$ cat src/rtl/sub_pkg.sv
// Shared types and constants for the bit-serial subtractor.
// Holds the FSM state encoding and the default operand width.
package sub_pkg;

  typedef enum logic [1:0] {
    IDLE,
    RUN,
    DONE
  } sub_state_t;

  localparam int SUB_DEFAULT_WIDTH = 8;

endpackage

$ cat src/rtl/half_subtractor.sv
// Half subtractor cell: diff = a ^ b, borrow = ~a & b.
// Ports: a, b (in); diff, borrow (out). Gate-level structure.
module half_subtractor (
  input  logic a,
  input  logic b,
  output logic diff,
  output logic borrow
);

  logic a_n;

  xor g_diff (diff, a, b);
  not g_inv  (a_n, a);
  and g_brw  (borrow, a_n, b);

endmodule

$ cat src/rtl/serial_subtractor.sv
// Bit-serial subtractor, diff = a - b, one bit per clock, LSB first.
// Ports: clk, rst, start, a, b (in); busy, done, diff, borrow_out (out).
module serial_subtractor
  import sub_pkg::*;
#(
  parameter int WIDTH = SUB_DEFAULT_WIDTH
) (
  input  logic             clk,
  input  logic             rst,
  input  logic             start,
  input  logic [WIDTH-1:0] a,
  input  logic [WIDTH-1:0] b,
  output logic             busy,
  output logic             done,
  output logic [WIDTH-1:0] diff,
  output logic             borrow_out
);

  localparam int CW = $clog2(WIDTH + 1);

  sub_state_t state;
  sub_state_t state_nx;

  logic [WIDTH-1:0] a_sr;
  logic [WIDTH-1:0] b_sr;
  logic [WIDTH-1:0] res_sr;
  logic [WIDTH-1:0] res_nx;
  logic [CW-1:0]    cnt;
  logic             brw;

  logic d1;
  logic b1;
  logic d;
  logic b2;
  logic brw_nx;
  logic last;
  logic accept;

  half_subtractor u_hs1 (
    .a      (a_sr[0]),
    .b      (b_sr[0]),
    .diff   (d1),
    .borrow (b1)
  );

  half_subtractor u_hs2 (
    .a      (d1),
    .b      (brw),
    .diff   (d),
    .borrow (b2)
  );

  assign brw_nx = b1 | b2;
  assign last   = (cnt == CW'(WIDTH - 1));
  // New bit enters at the MSB; the oldest bit falls off the LSB.
  assign res_nx = WIDTH'({d, res_sr} >> 1);

  // A new request is only taken when not mid-operation.
  assign accept = start && (state != RUN);

  assign busy = (state == RUN);
  assign done = (state == DONE);

  always_ff @(posedge clk or posedge rst) begin
    if (rst) begin
      state <= IDLE;
    end else begin
      state <= state_nx;
    end
  end

  always_comb begin
    state_nx = state;
    unique case (state)
      IDLE: begin
        if (start) state_nx = RUN;
      end
      RUN: begin
        if (last) state_nx = DONE;
      end
      DONE: begin
        state_nx = start ? RUN : IDLE;
      end
      default: state_nx = IDLE;
    endcase
  end

  always_ff @(posedge clk or posedge rst) begin
    if (rst) begin
      a_sr       <= '0;
      b_sr       <= '0;
      res_sr     <= '0;
      cnt        <= '0;
      brw        <= 1'b0;
      diff       <= '0;
      borrow_out <= 1'b0;
    end else if (accept) begin
      a_sr <= a;
      b_sr <= b;
      brw  <= 1'b0;
      cnt  <= '0;
    end else if (state == RUN) begin
      a_sr   <= a_sr >> 1;
      b_sr   <= b_sr >> 1;
      res_sr <= res_nx;
      brw    <= brw_nx;
      cnt    <= cnt + 1'b1;
      if (last) begin
        diff       <= res_nx;
        borrow_out <= brw_nx;
      end
    end
  end

endmodule

$ cat config.mk
export PLATFORM = sky130hd
export DESIGN_NAME = serial_subtractor
export DESIGN_NICKNAME = d
export VERILOG_FILES = /design/src/rtl/sub_pkg.sv /design/src/rtl/half_subtractor.sv /design/src/rtl/serial_subtractor.sv
export SDC_FILE = /design/constraint.sdc
export NUM_CORES = 1
export LEC_CHECK = 0
export CORE_MARGIN = 2
export CORE_UTILIZATION = 51
export DETAILED_ROUTE_END_ITERATION = 10
export HOLD_SLACK_MARGIN = 0.15
export PLACE_DENSITY = 0.8
export SLEW_MARGIN = 20
export SYNTH_ARGS = -nofsm -noshare
export SYNTH_HDL_FRONTEND = slang
export SYNTH_SLANG_ARGS = --single-unit
$ cat constraint.sdc
create_clock -name clk -period 1.75 [get_ports clk]
set_input_delay 0.35 -clock clk [delete_from_list [all_inputs] [get_ports clk]]
set_output_delay 0.35 -clock clk [all_outputs]
set_load 0.005 [all_outputs]
# Word level (Yosys, flattened, before mapping)
# Index checks and enable logic that the tools add are counted.
# Widths: inputs -> output; s select.
# word_totals
reg_bits	40
latch_bits	0
ramBits	0
rom_bits	0
inputBits	19
out_inout_bits	11
elab_cells	41
n_memories	0
# op_classes
n_addsub	1
mul	0
div	0
n_lt_le_gt_ge	0
eq_ne	6
shift	0
muxes	12
bitwise_logic	8
n_reduce_logical	6
# op_table
op	count
$mux 8	4
$mux 4	2
$pmux 2 s3	1
$add 4x1->4 const B	1
$eq 4x3->1 const B	1
$mux 2	2
$ne 2x1->1 const B	2
$reduce_and 2->1	2
$mux 1	3
$not 1->1	3
$reduce_and 3->1	1
$and 1x1->1	2
$eq 2x1->1 const B	1
$eq 2x2->1 const B	1
$logic_not 2->1	1
$ne 2x2->1 const B	1
$reduce_bool 2->1	1
$xor 1x1->1	2
$logic_and 1x1->1	1
$or 1x1->1	1

# Depth between registers and ports, before layout
# Gate-level depths: netlist of the first run.
# depth
word_depth	6
depth_mapped	6
mapped_depth_nobuf	4

# Hierarchy
# Synthesis of the first run repeated with hierarchy kept, for this count alone.
# unflattened
cells_unflattened	156
area_unflattened_um2	1686.6
# modules_own_cells
mod	n_inst	cells_each	area_per_inst_um2	seq_area_each_um2
serial_subtractor	1	150	1646.6	975.9
half_subtractor	2	3	20.0	0.0

# Worst setup path before layout of the first run
# No wires, ideal clock.
# synth_path
kind	reg2reg
startpoint	register state[1]
endpoint	register diff[0]
setup_ns	0.125
arrival_ns	1.333
t_required_ns	1.625
slack_ns	0.292
stages_incl_launch_ff	5
n_path_buf	1
synth_period_minus_slack_ns	1.458
path_cell_list	dfrtp_1 nand2b_1 buf_6 nor3_4 mux2_2
# synth_via
elab_chain_cells	4
word_cells_on_any_way	5
cone_classes	2 x eq/ne; 1 x bitwise; 2 x reduce/logical
# synth_rtl
element	line	source
from (decl)	serial_subtractor.sv:21	sub_state_t state;
from (signal assigned)	serial_subtractor.sv:68	state <= state_nx;
$ne 2x1->1	serial_subtractor.sv:59	assign accept = start && (state != RUN);
$logic_and 1x1->1	serial_subtractor.sv:59	
$not 1->1 (no source line)	--	
$reduce_and 3->1 (no source line) (*)	--	
to (signal assigned)	serial_subtractor.sv:109	diff <= res_nx;
to (decl)	serial_subtractor.sv:15	output logic [WIDTH-1:0] diff,
# Mark *: on every way between the ends. The rest lies on a longest branch, timed or not.
# A chain may end at the register's enable or synchronous reset.

# Final worst setup path of the first run
# layout_path
startpoint	register state[0]
endpoint	output port busy
# layout_via
elab_chain_cells	1
# layout_rtl
element	line	source
$eq 2x1->1	serial_subtractor.sv:61	assign busy = (state == RUN);
to (decl)	serial_subtractor.sv:13	output logic busy,
# No other way between the ends.

==> impl_results.md, run 1 <==
* Synthesized instance count at ~150
* Largest net degree at the start of global routing at 43
* Avg Cell Area, Syn at 11.0 µm²
* TritonCTS clock tree: built
* LEAKAGE at roughly 0.98 nW
* First-pass GRT wire length at 4.97 mm
* Starting Density at 54.2%
* Critical-path cell list: nand2b_4, clkinv_1, dlygate4sd2_1
* GPL Wtd Cong at roughly 0.72
* I/O pin count at 30
* Synth cell count leaders: dfrtp_1, nand2_1, o21ai_0, mux2i_1, mux2_2
* Area fraction of the dominant cell type after synthesis at 58.5%
* Total CTS buffers at 5
* CP max stage cell: dfrtp_1
* Kind of cell adding the most delay to the critical path: flip-flops
* Final worst slack at between 0.15 and 0.2 ns
* Grt ovf at 0
* Drt initial violations at 61
* Final period util at about nine tenths
* Via density per instance at 4.99
* Critical path class: reg -> out
* Post-synth top area cell: dfrtp_1
* Type of the most critical hold path: in -> async
* Clk root buf: clkbuf_4
* Port bufs at 29
* DRT Pass-1 Iters at 4
* Worst setup EP type: output pin
* Max_slew headroom at between 60% and 70%
* Skew final at 0.00554 ns
* # nets final at 206
* # H-tree levels at 2
* Post-DP HPWL at between 1.5 and 2 mm
* Final Hold Viols at 0
* Status: finished, final reports clean
* Worst Setup Start Kind: flip-flop
* Reg clk slew, reported paths at 0.11 ns
* Yosys warns at 0
* Row cnt at 20
* Area growth from synthesis to layout at 25.7%
* Bufs on Longest Clock Path at 2
* Peak VDD IR at 0.000836 V
* Chip width at 61.2 µm
* Clk_lat worst skew at about 0.34 ns
* #FFs+latches synth at 39
* Worst Max-Slew Pin Slew at roughly 0.48 ns
* Synth area leaders: dfrtp_1, mux2i_1, nand2_1
* Post-synth EDFFs at 0
* Syn_nets at 173
* Final Setup Violations at 0
* Initial antenna violation count at 0
* Sequential fraction of the synthesis area at 58.5%
* # DRC at 0
* Minimum clock period at around 1.6 ns
* DP Worst Slack at 0.232 ns
* Die Area at 0.00374 mm²
* Max Freq at about 630 MHz
* Tot Pwr at around 0.0032 W
* Core area at slightly above 0.003 mm²
* Clock Sinks at 39
* CP peak stage delay at 0.44 ns
* DR vias at about 1100
* Crit path buf inv count at 2
* Max Transition Viols Final at 0
* FFs w/ async S/R, synth at 100%
* Vias in the first global route at 1111
* Final antenna-violating net count at 0
* Ratio of cells with drive above 1 in the final layout at 12.4%
* Maximum fanout along the worst path at 3
* Netlist cell types at 19
* Setup TNS at 0 ns
* Pwr dens at 1550 mW/mm²
* Routed len/inst at 12.9 µm
* Die Y at 61.2 µm
* RSZ-0062 raised after global routing: no
* Synth Cell Area at 0.00167 mm²
* Main synth FF type: dfrtp_1
* Worst path arrival time at 1.23 ns
* Number of max-cap violations at 0
* Total track usage at about 19%
* Ant diodes at 0
* Drt total wl at 2.96 mm
* WP data required at 1.40 ns
==> registers in the layout, summed over array words and instances (netlist names) <==
| register | flops |
|---|---|
| borrow_out | 1 |
| diff | 8 |
| a_sr | 8 |
| b_sr | 8 |
| brw | 1 |
| state | 2 |
| cnt | 4 |
| res_sr | 7 |
==> area by class of cell <==
type | instances | area (µm²)
fillers | 240 | 981
flip-flops and latches | 39 | 976
multi-input cells | 99 | 637
repair buffers | 34 | 338
clock buffers | 8 | 68.8
well taps | 44 | 55.1
inverters | 6 | 22.5
==> logic make-up after synthesis <==
family                   share of synthesized area, %
AO/OA/AOI/OAI                                    5.70
adder cells (fa/ha/maj)                          1.95
buffers and inverters                            3.75
flip-flops                                       58.5
multiplexers                                     16.9
AND/OR/NAND/NOR                                  13.2
==> layer usage <==
metal  GRT usage [%]  vias to the layer above  wire (µm)
li1                -                      566          -
met5               0                        -          0
met3            6.30                        5        100
met1            22.1                      558       1350
met4            6.52                        0         42
met2            31.5                       18       1470
==> report_power, final <==
group	internal, W	switching, W	leakage (nW)	total [W]
Sequential	0.00129	0.000243	0.484	0.00154
Clock	0.000237	0.000285	0.0386	0.000521
Combinational	0.000609	0.000578	0.454	0.00119
==> placed cells by master (no fill, tap or decap), drive strengths merged <==
cell,netlist,layout
nand2b,1,1
clkinv,1,1
dfrtp,39,39
dlygate4sd2,0,2
nand3b,1,1
nand3,5,5
clkdlybuf4s50,0,27
mux2,9,9
nor2b,1,1
inv,5,5
buf,3,5
ha,1,1
o21ai,19,19
nand2,39,39
nor3,2,2
clkbuf,5,8
nor2,2,2
fa,1,1
mux2i,18,18
==> path summary, 6_finish.rpt <==
| kind | from | end | slack (ns) | cells after the start |
|---|---|---|---|---|
| max | state[0] | busy | 0.17 | 3 |
| min | rst | b_sr[4] | 0.40 | 3 |
| max reg2reg | cnt[0] | diff[6] | 0.24 | 5 |
| min reg2reg | a_sr[6] | a_sr[5] | 0.49 | 2 |
| max in group asynchronous | rst | a_sr[1] | 1.02 | 3 |
| min in group clk | a_sr[6] | a_sr[5] | 0.49 | 2 |
==> worst min-delay path, stage by stage <==
cell             delay (ns)
clkdlybuf4s50_1        0.39
inv_1                  0.05
buf_4                  0.41
==> stage by stage <==
stage / utilization (%) / area [µm²] / hold WS, ns / cells
2_1_floorplan: - / 1670 / 0.440 / 152
3_3_place_gp: 65.7 / 2020 / 0.454 / 222
6_report: 68.1 / 2100 / 0.402 / 230
5_1_grt: 68.1 / 2100 / 0.431 / 230
4_1_cts: 68.1 / 2100 / 0.421 / 230
3_5_place_dp: 65.7 / 2020 / 0.471 / 222
==> what timing repair did <==
action,in CTS,in global routing
setup buffers,0,0
gates resized for setup,4,0
endpoints found under the setup margin,2,0
hold buffers,0,0
Power figures use the tool's default switching activity.
==> inputs of run 2 (changes only) <==
clock period = 1.7 ns   (was 1.75 ns; I/O delays follow)
==> run 2 against run 1 <==
  * Worst setup slack worse by 0.054 ns
  * Worst hold slack worse by 0.081 ns
  * Via count up 3.7%
  * Count of clock-buffer cells in the layout down 3
  * Critical path depth down 2
  * Sequential cell count unchanged
  * Largest cell class unchanged
  * Sequential share of layout area down 0.11 points
  * Non-clock buffer count unchanged
  * Clock power down 6.3%
==> impl_results.md, run 2 (synthesis gave the netlist of run 1 again) <==
* Regs by FF count: a_sr x8, b_sr x8, diff x8 (unchanged)
* I/O pin count at 30 (unchanged)
* Most frequent cells in the layout: nand2_1, dfrtp_1, clkdlybuf4s50_1 (unchanged)
* Grt ovf at 0 (unchanged)
* Worst path arrival time at 1.24 ns (was 1.23 ns)
* Final period util at 92.9%
* RSZ-0062 raised after global routing: no (unchanged)
* Bufs on Longest Clock Path at 2 (unchanged)
* Area growth from synthesis to layout at 26.0% (was 25.7%)
* Core area at 0.00308 mm² (unchanged)
* Kind of cell adding the most delay to the critical path: buffers and inverters (was flip-flops)
* DRT Pass-1 Iters at 4 (unchanged)
* Setup TNS at 0 ns (unchanged)
* Total track usage at 19.9% (was 18.6%)
* Status: finished, final reports clean (unchanged)
* Critical path class: reg -> out (unchanged)
* Max Transition Viols Final at 0 (unchanged)
* Row cnt at 20 (unchanged)
* Maximum fanout along the worst path at 2 (was 3)
* Largest net degree at the start of global routing at 43 (unchanged)
* Clock Sinks at 39 (unchanged)
* Initial antenna violation count at 0 (unchanged)
* Chip width at 61.2 µm (unchanged)
* Post-DP HPWL at 2.03 mm (was 1.98 mm)
* Starting Density at 54.2% (unchanged)
* CP peak stage delay at 0.50 ns (was 0.44 ns)
* Drt initial violations at 36 (was 61)
* Ratio of cells with drive above 1 in the final layout at 12.9% (was 12.4%)
* Port bufs at 29 (unchanged)
* Clk root buf: clkbuf_4 (unchanged)
* # H-tree levels at 2 (unchanged)
* Vias in the first global route at 1174 (was 1111)
* Worst setup EP type: output pin (unchanged)
* Final Hold Viols at 0 (unchanged)
* # nets final at 206 (unchanged)
* Pwr dens at 1570 mW/mm² (was 1550 mW/mm²)
* Number of max-cap violations at 0 (unchanged)
* Max Freq at between 600 and 700 MHz
* Die Area at 0.00374 mm² (unchanged)
* Clk_lat worst skew at 0.35 ns (was 0.34 ns)
* Drt total wl at 2.97 mm (was 2.96 mm)
* Type of the most critical hold path: in -> async (unchanged)
* # DRC at 0 (unchanged)
* Final antenna-violating net count at 0 (unchanged)
* Skew final at 0.00405 ns (was 0.00554 ns)
* WP data required at 1.36 ns (was 1.40 ns)
* TritonCTS clock tree: built (unchanged)
* Reg clk slew, reported paths at 0.12 ns (was 0.11 ns)
* CTS hold repair buffers at 0 (unchanged)
* Worst Max-Slew Pin Slew at 0.362 ns (was 0.476 ns)
* Routed len/inst at 12.9 µm (about the same)
* Crit path buf inv count at 1 (was 2)
* First-pass GRT wire length at 5.23 mm (was 4.97 mm)
* FF-to-FF End: diff[1] (was diff[6])
* Worst r2r src: cnt[0] (unchanged)
* Critical-path cell list: clkdlybuf4s50_1 (was nand2b_4, clkinv_1, dlygate4sd2_1)
* DR vias at 1190 (was 1147)
* R2R cell count at 5 (unchanged)
* Total CTS buffers at 5 (unchanged)
* Max_slew headroom at 75.8% (was 68.3%)
* CP max stage cell: clkdlybuf4s50_1 (was dfrtp_1)
* Minimum clock period at approximately 1.6 ns
* # fillers at 255 (was 240)
* Flop2flop setup slack at 0.18 ns (was 0.24 ns)
* Die Y at 61.2 µm (unchanged)
* Final Util at 68.3% (was 68.1%)
* Ant diodes at 0 (unchanged)
* Final Setup Violations at 0 (unchanged)
* Peak VDD IR at 0.000954 V (was 0.000836 V)
* LEAKAGE at 0.970 nW (was 0.977 nW)
* Via density per instance at 5.17 (was 4.99)
* GPL Wtd Cong at 0.714 (was 0.724)
* Worst Setup Start Kind: flip-flop (unchanged)
==> run 2: timing repair <==
action	CTS	global route
setup buffers	0	0
endpoints found under the setup margin	2	0
resized for setup	4	0
==> run 2: worst max path at each step <==
stage	from	end	slack [ns]	depth (start not counted)
2_1_floorplan	state[1]	diff[0]	0.24	4
5_1_grt	diff[7]	diff[7]	0.03	1
3_5_place_dp	cnt[0]	diff[4]	0.19	5
3_3_place_gp	state[1]	busy	0.23	3
4_1_cts	borrow_out	borrow_out	0.08	1
6_report	borrow_out	borrow_out	0.12	1
==> run 2: per-stage QoR <==
stage	hold slack, ns	setup slack, ns	power [W]	cell area, µm²	std cells
global route	0.319	0.0318	0.00359	2100	230
detailed placement	0.470	0.188	0.00284	2040	222
global placement	0.455	0.234	0.00276	2040	222
CTS	0.321	0.0836	0.00336	2100	230
finish	0.321	0.120	0.00330	2100	230
floorplan	0.440	0.242	0.00233	1670	152
==> run 2: power by group <==
group          internal, W  leakage (nW)  switching (W)
Sequential         0.00133         0.484       0.000253
Combinational     0.000629         0.458       0.000601
Clock             0.000165        0.0278       0.000323
Total              0.00213         0.970        0.00118
==> run 2: routing by layer <==
metal / vias to the layer above / part of all wire [%] / GRT usage [%]
met5: - / 0 / 0
met4: 0 / 1.9 / 9.32
met3: 4 / 3.1 / 6.72
met2: 20 / 54 / 33.7
met1: 593 / 41 / 22.7
li1: 573 / - / -
==> run 2: area by class of cell <==
type                            count  area (µm²)  share of cell area, %
Sequential cell                    39         976                   46.4
Clock buffer                        5        37.5                   1.79
Multi-Input combinational cell     99         637                   30.3
Clock inverter                      3        23.8                   1.13
Timing Repair Buffer               34         350                   16.7
Tap cell                           44        55.1                   2.62
Inverter                            6        22.5                   1.07
==> inputs of run 3 (changes only) <==
CAP_MARGIN = 10   (was unset)
CORE_UTILIZATION = 46   (was 51)
PLACE_DENSITY = 0.76   (was 0.8)
clock period = 1.4 ns   (was 1.7 ns; I/O delays follow)
==> run 3 against run 2 <==
  * The flow now finishes with violations (negative setup slack)
  * Sequential cell count did not move
  * Combinational power rose by 54%
  * Core utilization fell by 0.23 points
  * Count of clock-buffer cells in the layout did not move
  * Register-to-register slack got worse by 0.30 ns
  * Cell count rose by 6.1%
  * Non-clock buffer count rose by 12
  * Clock skew rose by 0.010 ns
  * Global-route usage fell by 0.65 points
  * Clock power rose by 93%
  * Critical path type is now reg -> reg
  * Critical endpoint is now diff[7]
  * Largest power group unchanged
==> impl_results.md, run 3 (synthesis gave the netlist of run 1 again) <==
* Status: finished with violations (was finished, final reports clean)
* Failing checks: negative setup slack
* Area growth from synthesis to layout at 39.4% (was 26.0%)
* Final worst slack at -0.118 ns (was 0.120 ns)
* Max_slew headroom at 75.7% (was 75.8%)
* CP peak stage delay at 0.43 ns (was 0.50 ns)
* Met2 wire len at 1.86 mm (was 1.60 mm)
* Reg clk slew, reported paths at 0.12 ns (about the same)
* LEAKAGE at 1.12 nW (was 0.970 nW)
* Final Setup Violations at 10 (was 0)
* Most frequent cells in the layout: dfrtp_1, nand2_1, o21ai_0 (was nand2_1, dfrtp_1, clkdlybuf4s50_1)
* Worst r2r src: cnt[1] (was cnt[0])
* Setup TNS at -0.839 ns (was 0 ns)
* Final Hold Viols at 0 (unchanged)
* Grt ovf at 0 (unchanged)
* DRT Pass-1 Iters at 4 (unchanged)
* Skew final at 0.0140 ns (was 0.00405 ns)
* TritonCTS clock tree: built (unchanged)
* Type of the most critical hold path: in -> async (unchanged)
* Max Freq at 659 MHz
* Starting Density at 48.8% (was 54.2%)
* Final antenna-violating net count at 0 (unchanged)
* Worst hold slack at 0.259 ns (was 0.321 ns)
* DR vias at 1262 (was 1190)
* Total track usage at 19.3% (was 19.9%)
* I/O pin count at 30 (unchanged)
* Maximum fanout along the worst path at 5 (was 2)
* Final Util at 68.1% (was 68.3%)
* Critical path class: reg -> reg (was reg -> out)
* Bufs on Longest Clock Path at 2 (unchanged)
* Tot Pwr at 0.00480 W (was 0.00330 W)
* GPL Wtd Cong at 0.670 (was 0.714)
* Number of max-cap violations at 0 (unchanged)
* # DRC at 0 (unchanged)
* Worst Setup Start Kind: flip-flop (unchanged)
* Chip width at 64.2 µm (was 61.2 µm)
* Clk root buf: clkbuf_4 (unchanged)
* Pwr dens at 2070 mW/mm² (was 1570 mW/mm²)
* Die Area at 0.00412 mm² (was 0.00374 mm²)
* CP max stage cell: dfrtp_1 (was clkdlybuf4s50_1)
* Clock Sinks at 39 (unchanged)
* Top routing layer in use: met4 (unchanged)
* Critical-path cell list: ha_4, nand2_4, nor3_4, buf_6, buf_12, mux2_4 (was clkdlybuf4s50_1)
* Peak VDD IR at 0.00134 V (was 0.000954 V)
* Post-DP HPWL at 2.23 mm (was 2.03 mm)
* Worst Max-Slew Pin Slew at 0.365 ns (was 0.362 ns)
* WP data required at 1.64 ns (was 1.36 ns)
* Worst path arrival time at 1.76 ns (was 1.24 ns)
* Largest net degree at the start of global routing at 43 (unchanged)
* Max Transition Viols Final at 0 (unchanged)
* Leading cell type in the layout, fill and taps excluded: dfrtp_1
* Post-Route M1 WL at 1.59 mm (was 1.22 mm)
* Initial antenna violation count at 0 (unchanged)
* RSZ-0062 raised after global routing: yes (was no)
* Met3 wire len at 135 µm (was 93 µm)
* CTS hold repair buffers at 0 (unchanged)
* Minimum clock period at roughly 1.5 ns
* Vias in the first global route at 1280 (was 1174)
* Core area at 0.00342 mm² (was 0.00308 mm²)
* Final period util at 108%
* # H-tree levels at 2 (unchanged)
* DP Worst Slack at -0.0539 ns (was 0.188 ns)
* Drt initial violations at 49 (was 36)
* Routed len/inst at 15.2 µm (was 12.9 µm)
* Total CTS buffers at 5 (unchanged)
* First-pass GRT wire length at 5.95 mm (was 5.23 mm)
* Ratio of cells with drive above 1 in the final layout at 20.7% (was 12.9%)
* Ant diodes at 0 (unchanged)
* Clk_lat worst skew at 0.35 ns (about the same)
* CP startpoint: cnt[1] (was borrow_out)
* Via density per instance at 5.17 (about the same)
* Worst setup EP type: flip-flop (was output pin)
* Drt total wl at 3.70 mm (was 2.97 mm)
* Row cnt at 21 (was 20)
* # nets final at 218 (was 206)
* Regs by FF count: a_sr x8, b_sr x8, diff x8 (unchanged)
* Die Y at 64.2 µm (was 61.2 µm)
* Port bufs at 29 (unchanged)
-- run 3: cell types whose count changed in the layout (fill, tap and decap cells not counted), sizes merged --
cell | previous run | this run
clkinvlp | 2 | 1
clkdlybuf4s50 | 27 | 18
bufinv | 0 | 2
dlygate4sd2 | 2 | 9
clkinv | 1 | 0
buf | 5 | 18
clkbuf | 5 | 6
-- run 3: path summary, 6_finish.rpt --
| kind | to | cells past startpoint | slack, ns |
|---|---|---|---|
| setup / recovery | diff[7] | 6 | -0.12 |
| hold / removal | diff[3] | 3 | 0.26 |
| setup reg to reg | diff[7] | 6 | -0.12 |
| hold reg to reg | b_sr[6] | 2 | 0.49 |
| max in group asynchronous | a_sr[5] | 3 | 0.94 |
| min in group clk | b_sr[6] | 2 | 0.49 |
-- run 3: final cells by class --
cell class | instances | area (µm²)
clock inverter | 3 | 67.6
inverter | 6 | 22.5
multi-input combinational | 99 | 691
sequential | 39 | 976
clock buffer | 5 | 37.5
fill | 256 | 1090
timing repair buffer | 46 | 473
tap | 46 | 57.6
-- run 3: layer usage --
metal | vias to the layer above | global-route usage (%)
met5 | - | 0
met4 | 0 | 5.85
met3 | 9 | 5.99
met2 | 29 | 33.2
met1 | 621 | 23.1
li1 | 603 | -
-- run 3: worst max-delay path: cells and delay by family (launching register included) --
kind,cells,cell delay [ns]
DFF,1,0.43
muxes,1,0.29
buffers and inverters,2,0.27
and+or+nand+nor,2,0.22
adders and majority gates,1,0.18
-- run 3: timing repair --
action                     4_1_cts  5_1_grt
pin swaps                        0        2
cloned                           1        0
resized for setup               32        7
setup buffers                    7        2
setup endpoints to repair       19       12
-- run 3: power by group --
group          total, W  internal [W]  switching [W]
logic           0.00190       0.00101       0.000893
clock network  0.000942      0.000555       0.000387
registers       0.00196       0.00162       0.000345
total           0.00480       0.00318        0.00163
-- run 3: stage by stage --
| stage | cells | area, µm² |
|---|---|---|
| after floorplan | 152 | 1670 |
| final | 244 | 2320 |
| after global placement | 227 | 2070 |
| after detailed placement | 227 | 2070 |
| after CTS | 243 | 2300 |
| after global routing | 244 | 2320 |
